==> src/rtl/emern_spi_pkg.sv <==
// Shared types and defaults for the emern SPI command master.
// The WAIT_INT state is only reachable when EMERN_SPI_WAIT_INT_EN is defined.
package emern_spi_pkg;

  typedef enum logic [2:0] {
    IDLE     = 3'd0,
    WAIT_INT = 3'd1,
    CS_SETUP = 3'd2,
    SHIFT    = 3'd3,
    NEXT     = 3'd4,
    CS_HOLD  = 3'd5,
    GAP      = 3'd6
  } spi_state_e;

  localparam int DEFAULT_CLK_DIV = 4;
  localparam int DEFAULT_CS_GAP  = 4;
  localparam int BITS_PER_BYTE   = 8;

  // States in which chip select is held low.
  function automatic logic cs_active(input spi_state_e s);
    return (s == CS_SETUP) || (s == SHIFT) || (s == NEXT) || (s == CS_HOLD);
  endfunction

endpackage

==> src/rtl/emern_spi_tick_gen.sv <==
// Free-running divider: one-cycle tick every CLK_DIV enabled cycles, with a
// synchronous clear that restarts the count.
module emern_spi_tick_gen #(
  parameter int CLK_DIV = emern_spi_pkg::DEFAULT_CLK_DIV
) (
  input  logic clk,
  input  logic rst,
  input  logic en_i,
  input  logic clear_i,
  output logic tick_o
);

  localparam int CW = $clog2(CLK_DIV);
  localparam logic [CW-1:0] LAST = CW'(CLK_DIV - 1);

  logic [CW-1:0] cnt_q, cnt_d;

  assign tick_o = en_i && (cnt_q == LAST);

  always_comb begin
    cnt_d = cnt_q;
    if (clear_i) begin
      cnt_d = '0;
    end else if (en_i) begin
      cnt_d = tick_o ? '0 : cnt_q + CW'(1);
    end
  end

  always_ff @(posedge clk) begin
    if (rst) begin
      cnt_q <= '0;
    end else begin
      cnt_q <= cnt_d;
    end
  end

endmodule

==> src/rtl/emern_spi_cmd_master.sv <==
// SPI mode-0 initiator framing valid/ready byte packets as CS-low transactions.
// Define EMERN_SPI_WAIT_INT_EN to gate each transaction start on gpu_int.
module emern_spi_cmd_master
  import emern_spi_pkg::*;
#(
  parameter int CLK_DIV = DEFAULT_CLK_DIV,
  parameter int CS_GAP  = DEFAULT_CS_GAP
) (
  input  logic       clk,
  input  logic       rst,
  input  logic [7:0] tx_data,
  input  logic       tx_last,
  input  logic       tx_valid,
  output logic       tx_ready,
  output logic [7:0] rx_data,
  output logic       rx_valid,
  output logic       busy,
  output logic       spi_cs_n,
  output logic       spi_sck,
  output logic       spi_mosi,
  input  logic       spi_miso,
  input  logic       gpu_int
);

  localparam int GW = $clog2(CS_GAP + 1);
  localparam logic [GW-1:0] GAP_LAST = GW'(CS_GAP - 1);
  localparam logic [2:0] LAST_BIT = 3'(BITS_PER_BYTE - 1);

  spi_state_e state_q, state_d;
  logic [7:0]    shreg_q, shreg_d;
  logic [7:0]    rx_shreg_q, rx_shreg_d;
  logic [7:0]    rx_data_q, rx_data_d;
  logic          last_q, last_d;
  logic          rx_valid_q, rx_valid_d;
  logic [2:0]    bit_cnt_q, bit_cnt_d;
  logic          phase_q, phase_d;
  logic [GW-1:0] gap_cnt_q, gap_cnt_d;
  logic          cs_n_q, cs_n_d;
  logic          sck_q, sck_d;
  logic          mosi_q, mosi_d;
  logic          ready_q, ready_d;
  logic          busy_q, busy_d;
  logic          accept;
  logic          tick;

`ifdef EMERN_SPI_WAIT_INT_EN
  logic [1:0] int_sync_q;

  always_ff @(posedge clk) begin
    if (rst) begin
      int_sync_q <= 2'b00;
    end else begin
      int_sync_q <= {int_sync_q[0], gpu_int};
    end
  end
`else
  logic unused_gpu_int;
  assign unused_gpu_int = gpu_int;
`endif

  emern_spi_tick_gen #(.CLK_DIV(CLK_DIV)) u_tick (
    .clk     (clk),
    .rst     (rst),
    .en_i    ((state_q == CS_SETUP) || (state_q == SHIFT) || (state_q == CS_HOLD)),
    .clear_i (state_d != state_q),
    .tick_o  (tick)
  );

  assign accept = tx_valid && ready_q;

  always_comb begin
    state_d    = state_q;
    shreg_d    = shreg_q;
    last_d     = last_q;
    rx_shreg_d = rx_shreg_q;
    rx_data_d  = rx_data_q;
    rx_valid_d = 1'b0;
    bit_cnt_d  = bit_cnt_q;
    phase_d    = phase_q;
    sck_d      = 1'b0;
    unique case (state_q)
      IDLE: begin
        if (accept) begin
          shreg_d = tx_data;
          last_d  = tx_last;
`ifdef EMERN_SPI_WAIT_INT_EN
          state_d = WAIT_INT;
`else
          state_d = CS_SETUP;
`endif
        end
      end
      WAIT_INT: begin
`ifdef EMERN_SPI_WAIT_INT_EN
        if (int_sync_q[1]) state_d = CS_SETUP;
`else
        state_d = IDLE;
`endif
      end
      CS_SETUP: begin
        if (tick) begin
          state_d   = SHIFT;
          bit_cnt_d = '0;
          phase_d   = 1'b0;
        end
      end
      SHIFT: begin
        sck_d = sck_q;
        if (tick) begin
          if (!phase_q) begin
            // Rising edge: capture MISO in the same clock domain.
            phase_d    = 1'b1;
            sck_d      = 1'b1;
            rx_shreg_d = {rx_shreg_q[6:0], spi_miso};
          end else if (bit_cnt_q == LAST_BIT) begin
            sck_d      = 1'b0;
            rx_data_d  = rx_shreg_q;
            rx_valid_d = 1'b1;
            state_d    = last_q ? CS_HOLD : NEXT;
          end else begin
            sck_d     = 1'b0;
            phase_d   = 1'b0;
            bit_cnt_d = bit_cnt_q + 3'd1;
            shreg_d   = {shreg_q[6:0], 1'b0};
          end
        end
      end
      NEXT: begin
        if (accept) begin
          shreg_d   = tx_data;
          last_d    = tx_last;
          state_d   = SHIFT;
          bit_cnt_d = '0;
          phase_d   = 1'b0;
        end
      end
      CS_HOLD: begin
        if (tick) state_d = GAP;
      end
      GAP: begin
        if (gap_cnt_q == GAP_LAST) state_d = IDLE;
      end
      default: state_d = IDLE;
    endcase

    // Pin-level outputs are registered from the next state so they change
    // together with the state register and never glitch.
    gap_cnt_d = ((state_q == GAP) && (state_d == GAP)) ? gap_cnt_q + GW'(1) : '0;
    cs_n_d    = !cs_active(state_d);
    mosi_d    = cs_active(state_d) ? shreg_d[7] : 1'b0;
    ready_d   = (state_d == IDLE) || (state_d == NEXT);
    busy_d    = (state_d != IDLE);
  end

  always_ff @(posedge clk) begin
    if (rst) begin
      state_q    <= IDLE;
      shreg_q    <= '0;
      last_q     <= 1'b0;
      rx_shreg_q <= '0;
      rx_data_q  <= '0;
      rx_valid_q <= 1'b0;
      bit_cnt_q  <= '0;
      phase_q    <= 1'b0;
      gap_cnt_q  <= '0;
      cs_n_q     <= 1'b1;
      sck_q      <= 1'b0;
      mosi_q     <= 1'b0;
      ready_q    <= 1'b0;
      busy_q     <= 1'b0;
    end else begin
      state_q    <= state_d;
      shreg_q    <= shreg_d;
      last_q     <= last_d;
      rx_shreg_q <= rx_shreg_d;
      rx_data_q  <= rx_data_d;
      rx_valid_q <= rx_valid_d;
      bit_cnt_q  <= bit_cnt_d;
      phase_q    <= phase_d;
      gap_cnt_q  <= gap_cnt_d;
      cs_n_q     <= cs_n_d;
      sck_q      <= sck_d;
      mosi_q     <= mosi_d;
      ready_q    <= ready_d;
      busy_q     <= busy_d;
    end
  end

  assign tx_ready = ready_q;
  assign rx_data  = rx_data_q;
  assign rx_valid = rx_valid_q;
  assign busy     = busy_q;
  assign spi_cs_n = cs_n_q;
  assign spi_sck  = sck_q;
  assign spi_mosi = mosi_q;

endmodule
==> config.mk <==
export PLATFORM = sky130hd
export DESIGN_NAME = emern_spi_cmd_master
export DESIGN_NICKNAME = d
export VERILOG_FILES = /design/src/rtl/emern_spi_pkg.sv /design/src/rtl/emern_spi_tick_gen.sv /design/src/rtl/emern_spi_cmd_master.sv
export SDC_FILE = /design/constraint.sdc
export NUM_CORES = 1
export LEC_CHECK = 0
export CORE_MARGIN = 1.5
export CORE_UTILIZATION = 50
export CTS_BUF_LIST = sky130_fd_sc_hd__clkbuf_8
export DETAILED_ROUTE_END_ITERATION = 12
export GPL_ROUTABILITY_DRIVEN = 1
export PLACE_DENSITY = 0.8
export SLEW_MARGIN = 40
export SYNTH_ARGS = -nofsm -noshare
export SYNTH_HDL_FRONTEND = slang
export SYNTH_SLANG_ARGS = --single-unit
==> constraint.sdc <==
create_clock -name clk -period 2.19 [get_ports clk]
set_input_delay 0.219 -clock clk [delete_from_list [all_inputs] [get_ports clk]]
set_output_delay 0.219 -clock clk [all_outputs]
set_load 0.03 [all_outputs]
-- Yosys cells after proc, flatten, opt, wreduce, memory -nomap -nowiden
Index checks and enable logic that the tools add are counted.
- register bits after elaboration: 43
- bits of input ports: 14
- output and inout port bits: 14
- logic and storage cells: 100
- add/sub/neg operators: 3
- equal/unequal tests: 20
- mux-type cells: 29
- bitwise gates (word level): 5
- reduce and logical (&&, ||, !) cells: 27
- operators with widths (cell ; number):
    3-bit two-way mux ; 13
    8-bit two-way mux ; 4
    3-bit == test (second input constant) ; 7
    3-bit one-hot mux with 6 select lines ; 1
    8-bit one-hot mux with 2 select lines ; 1
    3-bit by 2-bit == test with 1-bit output (second input constant) ; 5
    2-bit OR reduction ; 5
    3-bit one-hot mux with 3 select lines ; 1
    4-bit AND reduction ; 2
    1-bit two-way mux ; 7
    3-bit by 1-bit adder with 3-bit output (second input constant) ; 2
    3-bit logical NOT ; 2
    1-bit logical OR ; 6
    2-bit by 1-bit != test with 1-bit output (second input constant) ; 3
    2-bit != test (second input constant) ; 3
    6-bit AND reduction ; 1
    3-bit nonzero test ; 2
    1-bit NOT ; 5
    5-bit AND reduction ; 1
    4-bit OR reduction ; 1
    1-bit logical AND ; 3
    3-bit != test ; 1
    1-bit one-hot mux with 3 select lines ; 1
    3-bit AND reduction ; 1
    other kinds (6) ; 6

-- Logic depth before layout (Yosys ltp)
- depth in word-level cells: 12
- depth in mapped cells: 6
- mapped depth without buffers: 6

-- Cells and area by module
Synthesis repeated with hierarchy kept, for this count alone.
- cell total of the unflattened synthesis: 213
- area total of the unflattened synthesis: 1924.3 sq um
- by module, submodules not included (module ; instances ; cells each ; area an instance (sq um) ; sequential area each (sq um)):
    emern_spi_cmd_master ; 1 ; 204 ; 1823.0 ; 820.8
    emern_spi_tick_gen ; 1 ; 9 ; 101.3 ; 40.0

-- Worst setup path after synthesis
No wires, ideal clock.
- path type: flip-flop to flip-flop
- start: register bit_cnt_q[0]
- end: register mosi_q, in the netlist spi_mosi
- setup time: 0.115 ns
- arrival time: 1.684 ns
- required time: 2.075 ns
- slack: 0.392 ns
- cell stages (with the launch flop): 7
- buffers on the path: 0
- clock period less this slack: 1.798 ns
- cell sequence: dfxtp_1 ha_1 ha_1 a31o_1 mux4_2 o21a_1 o21a_1
- longest elaborated chain between the ends: 11
- elaborated cells on any way between the ends: 18
- classes of those cells: eq/ne (5); mux (8); bitwise (1); reduce/logical (4)
- RTL lines (what ; RTL line ; text):
    start, declared ; emern_spi_cmd_master.sv:35 ; logic [2:0] bit_cnt_q, bit_cnt_d;
    start signal, assigned ; emern_spi_cmd_master.sv:178 ; bit_cnt_q <= bit_cnt_d;
    3-bit == test * ; emern_spi_cmd_master.sv:115 ; end else if (bit_cnt_q == LAST_BIT) begin
    3-bit two-way mux ; emern_spi_cmd_master.sv:115 ;
    3-bit two-way mux ; emern_spi_cmd_master.sv:110 ; if (!phase_q) begin
    3-bit two-way mux ; emern_spi_cmd_master.sv:109 ; if (tick) begin
    3-bit one-hot mux with 6 select lines ; emern_spi_cmd_master.sv:81 ; unique case (state_q)
    3-bit by 2-bit == test with 1-bit output ; emern_spi_pkg.sv:21 ; return (s == CS_SETUP) || (s == SHIFT) || (s == NEXT) || (s == CS_HOLD);
    1-bit logical OR (3 in series) ; emern_spi_pkg.sv:21 ;
    1-bit NOT (no line) ; -- ;
    2-bit OR reduction (no line) ; -- ;
    end signal, assigned ; emern_spi_cmd_master.sv:183 ; mosi_q <= mosi_d;
    end, declared ; emern_spi_cmd_master.sv:40 ; logic mosi_q, mosi_d;
Mark *: on every way between the ends. The rest lies on a longest branch, timed or not. The select of a mux whose other input is x is not followed.
A chain may end at the register's enable or synchronous reset.

-- Worst setup path in the final report
Same ends and word-level chain as after synthesis.

==> impl_metrics.py <==
metrics = {
    "sta": {
        "fin_skew_ns": 0.00513,
        "finalHoldViolCount": 0,
        "slew_headroom_pct": 66.0,
        "timing.final.crit_share_pct": 87.2,
        "min_period_ns": 1.91,
        "drv_slew": 0,
        "clock.fmax_mhz": 524,
        "worstMarginPinSlew_ns": 0.507,
        "hold_slack_ns": 0.423,
        "tns_ns": 0,
        "setup_viol": 0,
        "rsz0062_at_grt": "no",
    },
    "floorplanning": {
        "io_pins": 28,
        "dieArea_sq_um": 4210,
        "fp.dieH_um": 64.9,
        "core_sq_um": 3660,
        "rows": 22,
        "start_util_pct": 52.4,
        "die_w_um": 64.9,
    },
    "cells_and_area": {
        "mostFrequentLayoutCell": "dfxtp_1",
        "antennaDiodeCount": 0,
        "layout_common_cells": "43 x dfxtp_1, 30 x nor2_1, 26 x clkdlybuf4s50_1, 19 x mux2i_1, 17 x a21oi_1",
        "drive_above_1_share_pct": 7.73,
        "area_delta_synth_final_pct": 20.2,
        "nets": 253,
    },
    "worst_setup_path": {
        "worst_setup_path_start_kind": "flip-flop",
        "reg2regPathDepth": 6,
        "cp_cell_sequence": "ha_1 > ha_1 > a31o_1 > mux4_2 > o21a_1 > o21a_1",
        "cp_data_arrival_time_ns": 2.10,
        "crit_start": "bit_cnt_q[0]",
        "slowest_delay_ns": 0.52,
        "rr_startpoint": "bit_cnt_q[0]",
        "required_ns": 2.38,
        "crit_fanout": 5,
        "worst_path_max_delay_cell": "mux4_2",
        "r2r-end": "spi_mosi",
        "r2r_slack_ns": 0.28,
        "cp-end-kind": "flip-flop",
        "path_class": "reg2reg",
    },
    "synthesis": {
        "yosys-top-cells-area": "dfxtp_1 45%, mux2i_1 9.9%, nor2_1 5.9%",
        "yosysUniqueCellTypes": 44,
        "synth_top_area_share_pct": 44.9,
        "mappedNetlistArea_sq_um": 1920,
        "syn_avg_cell_area_sq_um": 9.17,
        "yosysTopAreaCell": "dfxtp_1",
        "synth-seq-cells": 43,
        "syn-num-nets": 229,
        "yosysWarnings": 0,
        "synthCells": 209,
        "yosysSeqAreaShare_pct": 44.9,
    },
    "placed_design": {
        "routabilityCongestion": 0.769,
        "hpwl_mm": 2.50,
        "port-buffer-count": 26,
    },
    "clocking": {
        "clockRootBuffer": "clkbuf_8",
        "cts_hold_buf": 0,
        "clk_path_buf_depth": 2,
        "htreeDepth": 2,
        "cts.sinks": 43,
        "clk_pin_slew_worst_paths_ns": 0.07,
        "cts_inserted_buffers": 5,
        "clock_latency_ns": 0.29,
        "tritoncts": "built",
        "post-cts-setup-buffers": 0,
        "ctsResizeCount": 0,
    },
    "min_path": {
        "whs_endpoint": "gap_cnt_q[0]",
        "hp-class": "reg2reg",
        "hp-start": "gap_cnt_q[0]",
        "worstHoldPathCells": 1,
    },
    "grt": {
        "grt_pass1_vias": 1416,
        "gr-usage-all-layers_pct": 19.9,
        "grt_max_degree": 38,
        "grt_overflow": 0,
        "grt_pass1_wl_mm": 6.51,
        "antenna_found_initial": 0,
    },
    "drt": {
        "drc": 0,
        "ant_nets": 0,
        "drtIter0Drc": 67,
        "vias": 1535,
        "wirelength_mm": 3.62,
        "dr.pass1.iters": 4,
        "routedWlPerCell_um": 12.9,
        "viasPerCell": 5.46,
    },
    "power": {
        "p_leak_nw": 0.950,
        "p_per_area_nw_per_um2": 649,
        "vdd_drop_max_uv": 452,
    },
    "flow_run": {
        "cap_violations": 0,
    },
    "outcome": {
        "status": "complete, no violations",
    },
}
stage by stage:
step                setup slack, ns  cell area (sq um)  util (%)  power, mW  cells
detailed placement            0.299               2200      60.2      0.937    274
global placement              0.332               2200      60.2      0.935    274
CTS                           0.268               2300      63.0       1.51    281
floorplan                     0.392               1920         -      0.889    209
global route                  0.103               2300      63.0       1.57    281
finish                        0.280               2300      63.0       1.50    281
worst max-delay path by stage:
stage | to | slack, ns | cells after the start
floorplan | spi_mosi | 0.39 | 6
global placement | spi_mosi | 0.33 | 6
detailed placement | spi_mosi | 0.30 | 6
CTS | spi_mosi | 0.27 | 6
global route | shreg_q[3] | 0.10 | 4
finish | spi_mosi | 0.28 | 6
sequential cells by signal (all words and copies together), names as in the netlist, 2 cells and up:
signal,flops
rx_data,8
bit_cnt_q,3
state_q,3
shreg_q,8
u_tick.cnt_q,2
rx_shreg_q,8
gap_cnt_q,3
area by class of cell:
class / instances / area, sq um
inverter: 7 / 26.3
sequential: 43 / 861
timing repair buffer: 30 / 290
fill: 300 / 1360
multi-input combinational: 146 / 965
clock buffer: 5 / 68.8
clock inverter: 2 / 33.8
tap: 48 / 60.1
logic make-up after synthesis:
kind of cell / after synthesis / synth area share, %
AOI/OAI and AO/OA: 45 / 15.1
adders and majority gates: 6 / 3.92
buffers and inverters: 20 / 4.76
DFF: 43 / 44.9
muxes: 20 / 11.1
and+or+nand+nor: 75 / 20.2
cells in the mapped netlist, drive strengths merged:
master	n
o31a	1
o21a	4
nor2	30
a31o	2
a21oi	17
and4bb	1
nor3b	1
a22oi	6
or4	1
buf	8
and3	4
nor4	1
nand2b	4
ha	6
nand3	1
mux2i	19
or2b	1
clkbuf	5
and4b	1
nor2b	1
inv	7
o311ai	1
nand3b	2
a221oi	1
mux4	1
o221ai	1
nor3	5
a21boi	1
o31ai	1
o21ai	7
nand4	3
nand2	15
or3b	1
dfxtp	43
and2	2
a31oi	2
a311oi	1
and3b	1
layer usage:
layer	track usage [%]	vias up	share of wire, %
li1	-	781	-
met1	27.1	716	49
met2	29.6	31	44
met3	6.25	7	5.0
met4	7.18	0	1.9
met5	0	-	0
critical path: cells and delay by family (launching register included):
kind | cells | cell delay [ns]
compound gates | 3 | 0.53
mux | 1 | 0.52
flops | 1 | 0.32
fa+ha+maj | 2 | 0.44
power by group:
group	internal, mW	total (mW)	switching, mW
combinational	0.0539	0.111	0.0569
clock	0.329	0.577	0.247
sequential	0.798	0.809	0.0111
Note: power is estimated with default switching activity, not from simulation.
